<file path="src/rtl/hex_scan_controller_if.sv">
// Load channel between a requester and the hex scan controller.
// The requester offers a display word; the controller accepts it when load_ready is high.
interface hex_scan_controller_if;
    logic        load_valid;
    logic [15:0] load_data;
    logic [3:0]  load_blank;
    logic        load_ready;

    modport master (
        output load_valid,
        output load_data,
        output load_blank,
        input  load_ready
    );

    modport slave (
        input  load_valid,
        input  load_data,
        input  load_blank,
        output load_ready
    );
endinterface

</file>
<file path="src/rtl/hex_scan_controller.sv">
// Four-digit multiplexed seven-segment scanner with a shared decoder and a double-buffered display word.
// New words are committed only at a frame boundary, so a frame never shows a mix of two words.
module hex_scan_controller #(
    parameter int unsigned DRIVE_CYCLES = 1000,
    parameter int unsigned DEAD_CYCLES  = 8
) (
    input  logic                    clk,
    input  logic                    reset,
    hex_scan_controller_if.slave    load,
    output logic [3:0]              dec_in,
    input  logic [6:0]              dec_out,
    output logic [6:0]              seg_out,
    output logic [3:0]              digit_sel,
    output logic                    frame_done
);

    localparam logic [15:0] DRIVE_LAST = 16'(DRIVE_CYCLES - 1);
    localparam logic [15:0] DEAD_LAST  = 16'(DEAD_CYCLES - 1);
    localparam logic [6:0]  SEG_OFF    = 7'h7F;

    typedef enum logic {
        DEAD,
        DRIVE
    } state_t;

    state_t      state_q, state_d;
    logic [15:0] cnt_q, cnt_d;
    logic [1:0]  idx_q, idx_d;
    logic [15:0] active_data_q, active_data_d;
    logic [3:0]  active_blank_q, active_blank_d;
    logic [15:0] shadow_data_q, shadow_data_d;
    logic [3:0]  shadow_blank_q, shadow_blank_d;
    logic        pending_q, pending_d;
    logic [6:0]  seg_q, seg_d;
    logic [3:0]  sel_q, sel_d;
    logic        frame_done_q, frame_done_d;

    always_ff @(posedge clk or posedge reset) begin
        if (reset) begin
            state_q        <= DEAD;
            cnt_q          <= 16'd0;
            idx_q          <= 2'd0;
            active_data_q  <= 16'h0000;
            active_blank_q <= 4'hF;
            shadow_data_q  <= 16'h0000;
            shadow_blank_q <= 4'h0;
            pending_q      <= 1'b0;
            seg_q          <= SEG_OFF;
            sel_q          <= 4'b0000;
            frame_done_q   <= 1'b0;
        end else begin
            state_q        <= state_d;
            cnt_q          <= cnt_d;
            idx_q          <= idx_d;
            active_data_q  <= active_data_d;
            active_blank_q <= active_blank_d;
            shadow_data_q  <= shadow_data_d;
            shadow_blank_q <= shadow_blank_d;
            pending_q      <= pending_d;
            seg_q          <= seg_d;
            sel_q          <= sel_d;
            frame_done_q   <= frame_done_d;
        end
    end

    always_comb begin
        state_d        = state_q;
        cnt_d          = cnt_q + 16'd1;
        idx_d          = idx_q;
        active_data_d  = active_data_q;
        active_blank_d = active_blank_q;
        shadow_data_d  = shadow_data_q;
        shadow_blank_d = shadow_blank_q;
        pending_d      = pending_q;
        seg_d          = seg_q;
        sel_d          = sel_q;
        frame_done_d   = 1'b0;

        case (state_q)
            DEAD: begin
                // The decoder already sees the upcoming digit during DEAD, so its pattern is ready here.
                if (cnt_q == DEAD_LAST) begin
                    state_d = DRIVE;
                    cnt_d   = 16'd0;
                    if (active_blank_q[idx_q]) begin
                        seg_d = SEG_OFF;
                        sel_d = 4'b0000;
                    end else begin
                        seg_d = dec_out;
                        sel_d = 4'b0001 << idx_q;
                    end
                end
            end
            DRIVE: begin
                if (cnt_q == DRIVE_LAST) begin
                    state_d = DEAD;
                    cnt_d   = 16'd0;
                    idx_d   = idx_q + 2'd1;
                    seg_d   = SEG_OFF;
                    sel_d   = 4'b0000;
                    if (idx_q == 2'd3) begin
                        frame_done_d = 1'b1;
                        if (pending_q) begin
                            active_data_d  = shadow_data_q;
                            active_blank_d = shadow_blank_q;
                            pending_d      = 1'b0;
                        end
                    end
                end
            end
            default: begin
                state_d = DEAD;
                cnt_d   = 16'd0;
            end
        endcase

        // Accept and commit are mutually exclusive: one needs pending clear, the other needs it set.
        if (load.load_valid && !pending_q) begin
            shadow_data_d  = load.load_data;
            shadow_blank_d = load.load_blank;
            pending_d      = 1'b1;
        end
    end

    always_comb begin
        dec_in = active_data_q[{idx_q, 2'b00} +: 4];
    end

    assign load.load_ready = ~pending_q;
    assign seg_out         = seg_q;
    assign digit_sel       = sel_q;
    assign frame_done      = frame_done_q;

endmodule

</file>
<file path="src/flat_wrapper.sv">
// flat-port wrapper written by rule: the top's interface ports become plain ports
module hex_scan_controller_flat 
#(
    parameter int unsigned DRIVE_CYCLES = 1000,
    parameter int unsigned DEAD_CYCLES  = 8
)
  (clk, reset, dec_in, dec_out, seg_out, digit_sel, frame_done, load_load_valid, load_load_data, load_load_blank, load_load_ready);
  hex_scan_controller_if load_i ();
  input  logic clk;
  input  logic reset;
  output logic [3:0] dec_in;
  input  logic [6:0] dec_out;
  output logic [6:0] seg_out;
  output logic [3:0] digit_sel;
  output logic frame_done;
  input wire logic [$bits(load_i.load_valid)-1:0] load_load_valid;
  input wire logic [$bits(load_i.load_data)-1:0] load_load_data;
  input wire logic [$bits(load_i.load_blank)-1:0] load_load_blank;
  output wire logic [$bits(load_i.load_ready)-1:0] load_load_ready;
  assign load_i.load_valid = load_load_valid;
  assign load_i.load_data = load_load_data;
  assign load_i.load_blank = load_load_blank;
  assign load_load_ready = load_i.load_ready;
  hex_scan_controller #(.DRIVE_CYCLES(DRIVE_CYCLES), .DEAD_CYCLES(DEAD_CYCLES)) u_core (.clk(clk), .reset(reset), .load(load_i), .dec_in(dec_in), .dec_out(dec_out), .seg_out(seg_out), .digit_sel(digit_sel), .frame_done(frame_done));
endmodule
</file>
<file path="config.mk">
export PLATFORM = sky130hd
export DESIGN_NAME = hex_scan_controller_flat
export DESIGN_NICKNAME = d
export VERILOG_FILES = /design/src/rtl/hex_scan_controller_if.sv /design/src/rtl/hex_scan_controller.sv /design/src/flat_wrapper.sv
export SDC_FILE = /design/constraint.sdc
export NUM_CORES = 1
export LEC_CHECK = 0
export BUFFER_PORTS_ARGS = -buffer_cell sky130_fd_sc_hd__buf_2
export CORE_ASPECT_RATIO = 2
export CORE_MARGIN = 5
export CORE_UTILIZATION = 39
export CTS_BUF_LIST = sky130_fd_sc_hd__clkbuf_4
export DETAILED_ROUTE_END_ITERATION = 8
export GPL_TIMING_DRIVEN = 1
export HOLD_SLACK_MARGIN = 0.02
export PLACE_DENSITY_LB_ADDON = 0.25
export SETUP_SLACK_MARGIN = 0.3
export SYNTH_ARGS = -nofsm -noshare
export SYNTH_HDL_FRONTEND = slang
export SYNTH_SLANG_ARGS = --single-unit
export TNS_END_PERCENT = 1
</file>
<file path="constraint.sdc">
create_clock -name clk -period 2.35 [get_ports clk]
set_input_delay 0.235 -clock clk [delete_from_list [all_inputs] [get_ports clk]]
set_output_delay 0.235 -clock clk [all_outputs]
set_load 0.03 [all_outputs]
</file>
# After elaboration in Yosys (flattened, before gate mapping)
# Cells that the tools add are included.
totals:
  ff_bits: 72
  input_bits: 30
  output_inout_bits: 17
classes:
  addsub: 2
  n_lt_le_gt_ge: 1
  eq_ne: 5
  shift: 2
  mux: 23
  bitwise_logic: 2
  n_reduce_logical: 9
op_table:
  columns: ["cell", "n"]
  rows:
  - ["2-to-1 mux 16 bit", 2]
  - ["one-hot mux 16 bit (2 select lines)", 1]
  - ["2-to-1 mux 7 bit", 3]
  - ["adder 16 x 1 -> 16 bit (second input constant)", 1]
  - ["== test 16 x 10 -> 1 bit (second input constant)", 1]
  - ["== test 16 x 3 -> 1 bit (second input constant)", 1]
  - ["indexed part select 16 x 5 -> 4 bit", 1]
  - ["one-hot mux 7 bit (2 select lines)", 1]
  - ["2-to-1 mux 4 bit", 3]
  - ["2-to-1 mux 1 bit", 10]
  - ["one-hot mux 4 bit (2 select lines)", 1]
  - ["nonzero test 2 bit", 3]
  - ["AND reduction 2 bit", 2]
  - ["AND reduction 4 bit", 1]
  - ["<< shifter 1 x 2 -> 4 bit (first input constant)", 1]
  - ["< comparator 2 x 3 -> 1 bit (second input constant)", 1]
  - ["AND reduction 3 bit", 1]
  - ["adder 2 x 1 -> 2 bit (second input constant)", 1]
  - ["binary-select mux 1 bit (select 2 bit)", 1]
  - ["== test 2 bit (second input constant)", 1]
  - ["!= test 2 x 1 -> 1 bit (second input constant)", 1]
  - ["!= test 2 bit (second input constant)", 1]
  - ["NOT 1 bit", 2]
  - ["one-hot mux 1 bit (2 select lines)", 1]
  - ["2 further kinds", 2]

# Logic depth before layout (Yosys ltp)
depth:
  word_depth: 5
  mapped_depth: 6
  ltp_nobuf: 5

# Least setup slack after synthesis
# No wires, ideal clock.
synth_timing:
  path_type: "register to register"
  from: "register u_core.cnt_q[0]"
  to: "register u_core.active_data_q[10]"
  setup_time_ps: 125
  arrival_ps: 1902
  required_ps: 2225
  slack_ps: 323
  stages_incl_launch_ff: 7
  n_path_buf: 1
  path_cell_list: "dfrtp_1 -> ha_1 -> nor4b_1 -> nand3_1 -> or3_4 -> buf_6 -> mux2_4"
synth_between:
  elab_chain_cells: 2
synth_lines:
  columns: ["element", "line", "rtl"]
  rows:
  - ["start, declared", "hex_scan_controller.sv:27", "logic [15:0] cnt_q, cnt_d;"]
  - ["start signal, assigned", "hex_scan_controller.sv:53", "cnt_q <= cnt_d;"]
  - ["== test 16 x 10 -> 1 bit", "hex_scan_controller.sv:95", "if (cnt_q == DRIVE_LAST) begin"]
  - ["AND reduction 4 bit (no source line)", null, null]
  - ["end signal, assigned", "hex_scan_controller.sv:55", "active_data_q <= active_data_d;"]
  - ["end, declared", "hex_scan_controller.sv:29", "logic [15:0] active_data_q, active_data_d;"]
# No other way between the ends.
# A chain may end at the register's enable or synchronous reset.

# Worst setup path after layout
layout_timing:
  from: "register u_core.idx_q[0]"
  to: "output dec_in[2]"
layout_between:
  elab_chain_cells: 1
layout_lines:
  columns: ["element", "line", "rtl"]
  rows:
  - ["start, declared", "hex_scan_controller.sv:28", "logic [1:0] idx_q, idx_d;"]
  - ["start signal, assigned", "hex_scan_controller.sv:54", "idx_q <= idx_d;"]
  - ["indexed part select 16 x 5 -> 4 bit", "hex_scan_controller.sv:126", "dec_in = active_data_q[{idx_q, 2'b00} +: 4];"]
  - ["end, declared", "flat_wrapper.sv:11", "output logic [3:0] dec_in;"]
# No other way between the ends.

==> impl_metrics.yaml <==
power:
  ir_drop_mv: 0.3224
  p_per_area_nw_per_um2: 559.3
  total_leakage_power_nw: 1.748
yosys:
  syn_inst: 217
  ys_seq_area_frac: 0.5783
  synth.distinct_cells: 31
  ys_warn_count: 0
  syn_nets: 252
  netlist_area_sq_um: 3139
  syn_area_per_cell_sq_um: 14.47
  synth-seq-cells: 72
critical_path:
  crit_required_ns: 2.12
  arrival_ns: 1.78
  path_delay_family: "multiplexers"
  worst-r2r-cell-count: 5
  critical_path.max_stage_delay_ns: 0.52
  cp_slowest_cell: "mux4_2"
  path_depth: 3
  crit_fanout: 5
  start_kind: "flop"
  path_cells: "buf_4 -> mux4_2 -> buf_2"
  path_buf_inv: 2
  criticalPathCategory: "flop to primary output"
  end_kind: "primary output"
final_layout:
  drive_gt1_frac: 0.4965
  n_antenna_cell: 0
  mostFrequentLayoutCells: "61 x dfrtp_1, 46 x buf_2, 29 x mux2_2"
  final_common_cell: "dfrtp_1"
  area_growth_pct: 17.46
  fin_nets: 316
cts:
  cts.sink_count: 72
  numCtsBuffers: 9
  root_buffer: "clkbuf_4"
  cts_tree: "built"
  h-tree-depth: 3
  clk_latency_ns: 0.41
  clk_pin_slew_ns: 0.10
  clk_path_buf_depth: 2
floorplanning:
  die_area_sq_um: 10050
  die_w_um: 73.44
  start_util: 0.3981
  row_count: 46
  ios: 47
  die_h_um: 136.9
  core_sq_um: 7885
drt:
  num_vias: 1879
  postRouteAntennaNets: 0
  top_layer_used: "met4"
  routed-wl-met2_um: 3217
  wl_per_cell_um: 15.38
  wl_met1_um: 2327
  drt_iter0_drc: 67
  dr.pass1.iters: 3
  routed_wl_um: 5877
  drc: 0
  drt-vias-per-instance: 4.919
  wl_met3_um: 218
timing:
  slew_viol_final: 0
  holdWs_ns: 0.05065
  min_period_ns: 2.015
  slew_headroom: 0.5146
  clock.fmax_mhz: 496.3
  fin_worst_skew_ns: 0.01238
  setup_violations: 0
  finalHoldViolCount: 0
  timing.final.crit_share: 0.8574
  tns_ns: 0
  rsz0062_at_grt: "yes"
  tightestPinTransition_ns: 0.7270
global_routing:
  globalRouteOverflowTotal: 0
  antenna_found_initial: 0
  grt_pass1_vias: 2042
  track_usage: 0.1281
  grt_max_degree: 34
  grt_pass1_wl_um: 9673
place:
  place_congestion: 0.8098
  io_buffers: 46
  place_hpwl_um: 4323
hold_path:
  hp-class: "input port to flop"
  holdPathStages: 2
job:
  maxCapViolCount: 0
outcome:
  status: "finished, final reports clean"
-- final timing paths --
kind	startpoint	to	slack (ns)
max	u_core.idx_q[0]	dec_in[2]	0.34
min	load_load_data[6]	u_core.shadow_data_q[6]	0.05
max reg2reg	u_core.cnt_q[0]	u_core.active_data_q[1]	0.38
min reg2reg	u_core.cnt_q[15]	u_core.cnt_q[15]	0.48
max in group asynchronous	reset	u_core.active_blank_q[2]	1.18
min in group asynchronous	reset	u_core.active_data_q[8]	0.49
-- power breakdown --
group          total [W]  internal (W)  switching (W)
Sequential       0.00132       0.00129      0.0000266
Clock           0.000621      0.000214       0.000407
Combinational   0.000121     0.0000652      0.0000557
Total            0.00206       0.00157       0.000489
-- synthesized netlist by cell type, drive strengths merged --
master | n | area share
a21o | 1 | 0.0024
buf | 4 | 0.011
and3 | 2 | 0.0040
and2 | 2 | 0.0040
nor4 | 3 | 0.0060
nor4b | 2 | 0.0056
ha | 5 | 0.020
xor2 | 4 | 0.011
a22o | 4 | 0.011
a21oi | 1 | 0.0016
o22ai | 1 | 0.0020
mux2 | 48 | 0.19
dfrtp | 61 | 0.49
nand2 | 7 | 0.0084
mux4 | 5 | 0.036
clkbuf | 2 | 0.0024
nor3 | 4 | 0.0064
inv | 7 | 0.0084
nand3 | 6 | 0.011
o21a | 1 | 0.0024
xnor2 | 11 | 0.031
dfstp | 11 | 0.092
nor2b | 1 | 0.0020
nor2 | 13 | 0.016
or3 | 9 | 0.021
nand4 | 2 | 0.0040
-- cells by family after synthesis --
family	count (synthesis)	synth area share
xor gates and xnor gates	15	0.04185
AOI/OAI and AO/OA	8	0.01953
DFF	72	0.5783
muxes	53	0.2308
adders and majority gates	5	0.01993
buffers and inverters	13	0.02152
and+or+nand+nor	51	0.08808
-- stage by stage --
step	instance area (sq um)	total power, W	utilization	std cells	setup WS [ns]
after global placement	3538	0.001464	0.4487	363	0.3285
after detailed placement	3538	0.001468	0.4487	363	0.2865
after CTS	3650	0.002098	0.4629	380	0.2604
after global routing	3687	0.002161	0.4676	382	0.2223
final	3687	0.002062	0.4676	382	0.3350
after floorplan	3139	0.001413	-	217	0.3083
-- state kept, by name, indices dropped and copies added, names as in the netlist --
signal                 cells
u_core.active_data_q      16
u_core.cnt_q              16
u_core.shadow_data_q      16
u_core.seg_out             7
u_core.active_blank_q      4
u_core.digit_sel           4
u_core.shadow_blank_q      4
u_core.idx_q               2
u_core.frame_done          1
u_core.pending_q           1
u_core.state_q             1
-- layer usage --
metal	track usage	vias to the layer above
met3	0.03382	9
met4	0.06048	0
met2	0.2189	33
li1	-	898
met5	0	-
met1	0.1448	939
-- worst register-to-register path, stage by stage, from the launching register on --
cell,delay (ns)
dfrtp_1,0.40
ha_1,0.23
nor4b_2,0.20
nand3_1,0.17
or3_4,0.53
mux2_4,0.34
-- area by class of cell --
class | instances | area, sq um
clock inverter | 6 | 26.28
sequential | 72 | 1815
inverter | 7 | 26.28
fill | 720 | 4198
multi-input combinational | 133 | 1282
tap | 96 | 120.1
clock buffer | 10 | 75.07
timing repair buffer | 58 | 341.6
-- repair_timing --
action                                  in CTS  in global routing
hold endpoints to repair                    27                  1
pin swaps                                    1                  1
buffers inserted                             0                  0
hold buffers                                 1                  1
gates resized for setup                      0                  5
cloned                                       0                  1
endpoints found under the setup margin      20                 32
Note: power is estimated with default switching activity, not from simulation.
